### src/rtl/vote_ballot_collector.sv
// rtl/vote_ballot_collector.sv - debounced three-voter ballot front end with timed voting window
module vote_ballot_collector #(
    parameter int DB_CYCLES     = 1000,
    parameter int DB_W          = 10,
    parameter int WINDOW_CYCLES = 50_000_000,
    parameter int WIN_W         = 26
) (
    input  logic       clk,
    input  logic       rst_n,
    input  logic       start_btn,
    input  logic [2:0] sw_in,
    input  logic [2:0] cast_btn,
    output logic       window_open,
    output logic [2:0] cast_led,
    output logic [2:0] ballot,
    output logic       ballot_valid,
    output logic [1:0] yes_count,
    output logic       agreement,
    output logic       result_pulse,
    output logic       timeout
);

    typedef enum logic [1:0] {IDLE, OPEN, TALLY, SHOW} state_t;

    state_t            state, state_n;
    logic [WIN_W-1:0]  timer, timer_n;
    logic [2:0]        cast_led_n, ballot_n, accept;
    logic [1:0]        yes_n;
    logic              agree_n, timeout_n;

    // Bit 3 is the start button, bits 2:0 are the cast buttons.
    logic [3:0]        btn_s1, btn_s2, db_level, db_prev, press;
    logic [DB_W-1:0]   db_cnt [4];
    logic [2:0]        sw_s1, sw_s2;

    always_ff @(posedge clk) begin
        if (!rst_n) begin
            btn_s1   <= '0;
            btn_s2   <= '0;
            db_level <= '0;
            db_prev  <= '0;
            press    <= '0;
            sw_s1    <= '0;
            sw_s2    <= '0;
            for (int i = 0; i < 4; i++) db_cnt[i] <= '0;
        end else begin
            btn_s1  <= {start_btn, cast_btn};
            btn_s2  <= btn_s1;
            sw_s1   <= sw_in;
            sw_s2   <= sw_s1;
            db_prev <= db_level;
            press   <= db_level & ~db_prev;
            // Level flips on the DB_CYCLES-th consecutive differing sample.
            for (int i = 0; i < 4; i++) begin
                if (btn_s2[i] != db_level[i]) begin
                    if (db_cnt[i] == DB_W'(DB_CYCLES - 1)) begin
                        db_level[i] <= btn_s2[i];
                        db_cnt[i]   <= '0;
                    end else begin
                        db_cnt[i] <= db_cnt[i] + 1'b1;
                    end
                end else begin
                    db_cnt[i] <= '0;
                end
            end
        end
    end

    always_comb begin
        state_n    = state;
        timer_n    = timer;
        cast_led_n = cast_led;
        ballot_n   = ballot;
        yes_n      = yes_count;
        agree_n    = agreement;
        timeout_n  = timeout;
        accept     = '0;
        case (state)
            IDLE, SHOW: begin
                if (press[3]) begin
                    state_n    = OPEN;
                    timer_n    = WIN_W'(WINDOW_CYCLES - 1);
                    cast_led_n = '0;
                    ballot_n   = '0;
                    yes_n      = '0;
                    agree_n    = 1'b0;
                    timeout_n  = 1'b0;
                end
            end
            OPEN: begin
                accept     = press[2:0] & ~cast_led;
                cast_led_n = cast_led | accept;
                ballot_n   = (ballot & ~accept) | (sw_s2 & accept);
                // A completed ballot wins over an expiring timer on the same cycle.
                if (&cast_led_n) begin
                    state_n   = TALLY;
                    timeout_n = 1'b0;
                end else if (timer == '0) begin
                    state_n   = TALLY;
                    timeout_n = 1'b1;
                end else begin
                    timer_n = timer - 1'b1;
                end
            end
            TALLY: begin
                yes_n   = {1'b0, ballot[0]} + {1'b0, ballot[1]} + {1'b0, ballot[2]};
                agree_n = (yes_n >= 2'd2);
                state_n = SHOW;
            end
            default: state_n = IDLE;
        endcase
    end

    always_ff @(posedge clk) begin
        if (!rst_n) begin
            state        <= IDLE;
            timer        <= '0;
            cast_led     <= '0;
            ballot       <= '0;
            yes_count    <= '0;
            agreement    <= 1'b0;
            timeout      <= 1'b0;
            result_pulse <= 1'b0;
        end else begin
            state        <= state_n;
            timer        <= timer_n;
            cast_led     <= cast_led_n;
            ballot       <= ballot_n;
            yes_count    <= yes_n;
            agreement    <= agree_n;
            timeout      <= timeout_n;
            result_pulse <= (state == TALLY);
        end
    end

    assign window_open  = (state == OPEN);
    assign ballot_valid = (state == SHOW);

endmodule

### config.mk
export PLATFORM = sky130hd
export DESIGN_NAME = vote_ballot_collector
export DESIGN_NICKNAME = d
export VERILOG_FILES = /design/src/rtl/vote_ballot_collector.sv
export SDC_FILE = /design/constraint.sdc
export NUM_CORES = 1
export LEC_CHECK = 0
export ABC_AREA = 1
export CAP_MARGIN = 20
export CORE_ASPECT_RATIO = 1.4
export CORE_MARGIN = 5
export CORE_UTILIZATION = 45
export CTS_CLUSTER_SIZE = 14
export DETAILED_ROUTE_END_ITERATION = 16
export PLACE_DENSITY = 0.61
export SYNTH_ARGS = -nofsm -noshare
export SYNTH_HDL_FRONTEND = slang
export SYNTH_SLANG_ARGS = --single-unit
### constraint.sdc
create_clock -name clk -period 2.35 [get_ports clk]
set_clock_uncertainty 0.05 [all_clocks]
set_input_delay 0.47 -clock clk [delete_from_list [all_inputs] [get_ports clk]]
set_output_delay 0.47 -clock clk [all_outputs]
set_load 0.05 [all_outputs]
==> flow_summary.yaml <==
floorplanning:
  num_rows: 46
  core_area_sq_um: 11400
  start_util_pct: 46.2
  fp.dieW_um: 101
  die_area_sq_um: 14000
  fp.dieH_um: 138
  io_pins: 22
worst_setup_path:
  crit_cells: 2
  path_delay_family: "buffers and inverters"
  ff2ff_path_depth: 11
  critical_path_class: "flop to output port"
  slowest_stage: "clkdlybuf4s50_1"
  critPathCaptureType: "output port"
  r2r_setup_slack_ps: 290
  max_stage_delay_ps: 810
  rr_startpoint: "state[0]"
  worstPathMaxFanout: 5
  timing.critical_path.buf_inv: 1
  cp-start-kind: "flop"
  required_ps: 1830
  worstPathArrival_ps: 1770
  crit_path_cell_trace: "ha_1 -> clkdlybuf4s50_1"
  rr_endpoint: "timer[20]"
cts:
  cts_resized: 0
  cts_hold_buffers: 0
  insertion_delay_ps: 340
  post_cts_buffers: 0
  clk_pin_slew_ps: 70
  cts_max_path_buffers: 2
  numCtsBuffers: 9
  cts_tree: "yes"
  cts-htree-levels: 3
  clockRootBuffer: "clkbuf_16"
  cts_sinks: 104
power:
  peakVddDrop_v: 0.000438
  p_leak_nw: 2.62
  powerDensity_nw_per_um2: 970
timing:
  relSlewSlack_pct: 65.5
  grt_setup_unrepaired: "no"
  finalCritPeriodShare_pct: 97.5
  fmax_mhz: 436
  setup_violations: 0
  worst_slack_ps: 58.5
  finalHoldViolCount: 0
  timing.final.crit_period_ps: 2290
  maxSlewViolCount: 0
  worst_pin_slew_ps: 516
  setup_tns_ps: 0
route:
  drt_wl_total_mm: 10.3
  num_vias: 4365
  drc_errors: 0
  post_drt_wl_per_cell_um: 11.5
  drt_iter0_drc: 151
  via_per_inst: 4.89
  ant_nets: 0
  drt_pass1_iterations: 4
grt:
  use_met2_pct: 28.4
  antenna_found_initial: 0
  grt_overflow: 0
  gr-usage-all-layers_pct: 16.1
  grtUsageMet1_pct: 19.2
  grt_use_met3_pct: 2.87
  grt_max_degree: 35
  grt_busiest_layer: "met2"
  grt_pass1_wl_mm: 18.4
  first_global_vias: 4255
placement:
  place_hpwl_mm: 7.61
  gp_congestion: 0.848
  post-place-ws_ps: 139
  port-buffer-count: 21
finish:
  fin_nets: 763
  syn2layout_area_growth_pct: 15.6
  drive_gt1_share_pct: 8.14
  nFillCells: 1101
  regArea_sq_um: 2480
  final_util_pct: 53.4
  multiInputGateArea_sq_um: 2550
  antenna_cells: 0
synthesis:
  syn_area_per_cell_sq_um: 7.73
  synth_cell_types: 42
  ys.flop_type: "dfxtp_1"
  synth-edff-count: 40
  ys_warn_count: 0
  yosysMostFrequentCell: "nand2_1"
  syn_inst: 681
  yosysTopAreaCellShare_pct: 24.3
  synth_top_cells_by_count: "nand2_1 (177), nor2_1 (101), inv_1 (76)"
  seq_area_frac_synth_pct: 47.2
  synth-seq-cells: 104
  synth.area.top_cells: "dfxtp_1 (24%), edfxtp_1 (23%), nand2_1 (13%), nor2_1 (7.2%), inv_1 (5.4%)"
  synth_area_sq_um: 5260
  async_reset_ff_share_pct: 0
  yosysTopAreaCell: "dfxtp_1"
hold_path:
  hold_path.class: "flop to flop"
  whs_path_depth: 1
  worst_hold_path.endpoint: "press[0]"
  min-delay-start: "db_prev[0]"
job:
  drv_cap: 0
outcome:
  status: "completed"
cells in the final DEF, fill, tap and decap left out, types with 2 or more instances in the layout:
cell	n
buf_4	4
buf_12	2
nor3b_1	8
clkbuf_16	9
xnor2_1	2
edfxtp_1	40
nand3_1	42
or2_2	5
inv_1	76
ha_1	9
nor3_1	16
inv_2	3
nand2_2	4
o21ai_0	17
a21oi_2	20
a31oi_1	3
clkinv_1	2
a21oi_1	31
dfxtp_1	64
nand2_1	177
nor2_1	101
o21bai_1	2
clkdlybuf4s50_1	20
nor2_4	2
xor2_1	11
conb_1	40
nand4_1	13
nor4_1	4
nand3b_1	2
nor2_2	2
sequential cells by signal, summed over array words and instances, names as in the netlist:
name	flops
ballot	3
sw_s2	3
result_pulse	1
btn_s2	4
yes_count	2
db_level	4
db_cnt	40
press	4
sw_s1	3
state	2
cast_led	3
timeout	1
timer	26
db_prev	4
btn_s1	4
worst max path at each step:
stage                              end  slack (ps)      from
final                     ballot_valid          60  state[0]
after global routing      ballot_valid          20  state[1]
after CTS                 ballot_valid          20  state[0]
after detailed placement     timer[21]         140  state[0]
after global placement        timer[3]         230  state[0]
after floorplan               timer[7]         280  state[0]
cell type report:
type / count / share of cell area [%]
Clock buffer: 10 / 3.76
Clock inverter: 6 / 1.09
Inverter: 81 / 5.04
Multi-Input combinational cell: 522 / 41.9
Sequential cell: 104 / 40.8
Tap cell: 144 / 2.96
Timing Repair Buffer: 26 / 4.44
per-stage QoR:
stage / instances / hold WS [ps] / cell area [sq um] / power [mW]
2_1_floorplan: 720 / 318 / 5410 / 3.98
3_3_place_gp: 877 / 323 / 5780 / 4.37
5_1_grt: 893 / 359 / 6090 / 6.40
4_1_cts: 893 / 337 / 6080 / 5.95
6_report: 893 / 334 / 6090 / 5.90
3_5_place_dp: 877 / 328 / 5780 / 4.43
logic make-up (layout without fill, tap and decap cells):
group                      Yosys count  count (layout)  share of synthesized area [%]
other                                1              40                         0.0713
DFF                                104             104                           47.2
adders and majority gates           10              10                           2.52
AOI/OAI and AO/OA                   76              76                           8.96
and+or+nand+nor                    383             383                           31.8
xor gates and xnor gates            13              13                           2.16
buffers and inverters               94             123                           7.27
power by group:
group / switching (mW) / internal, mW
logic: 1.45 / 0.818
clock network: 0.666 / 0.832
registers: 0.134 / 2.00
total: 2.25 / 3.65
per-layer routing:
layer,routed length [um],up-vias
met5,0,-
met1,4550,1976
met4,218,0
li1,-,2307
met3,339,15
met2,5200,67
Power figures use the tool's default switching activity.
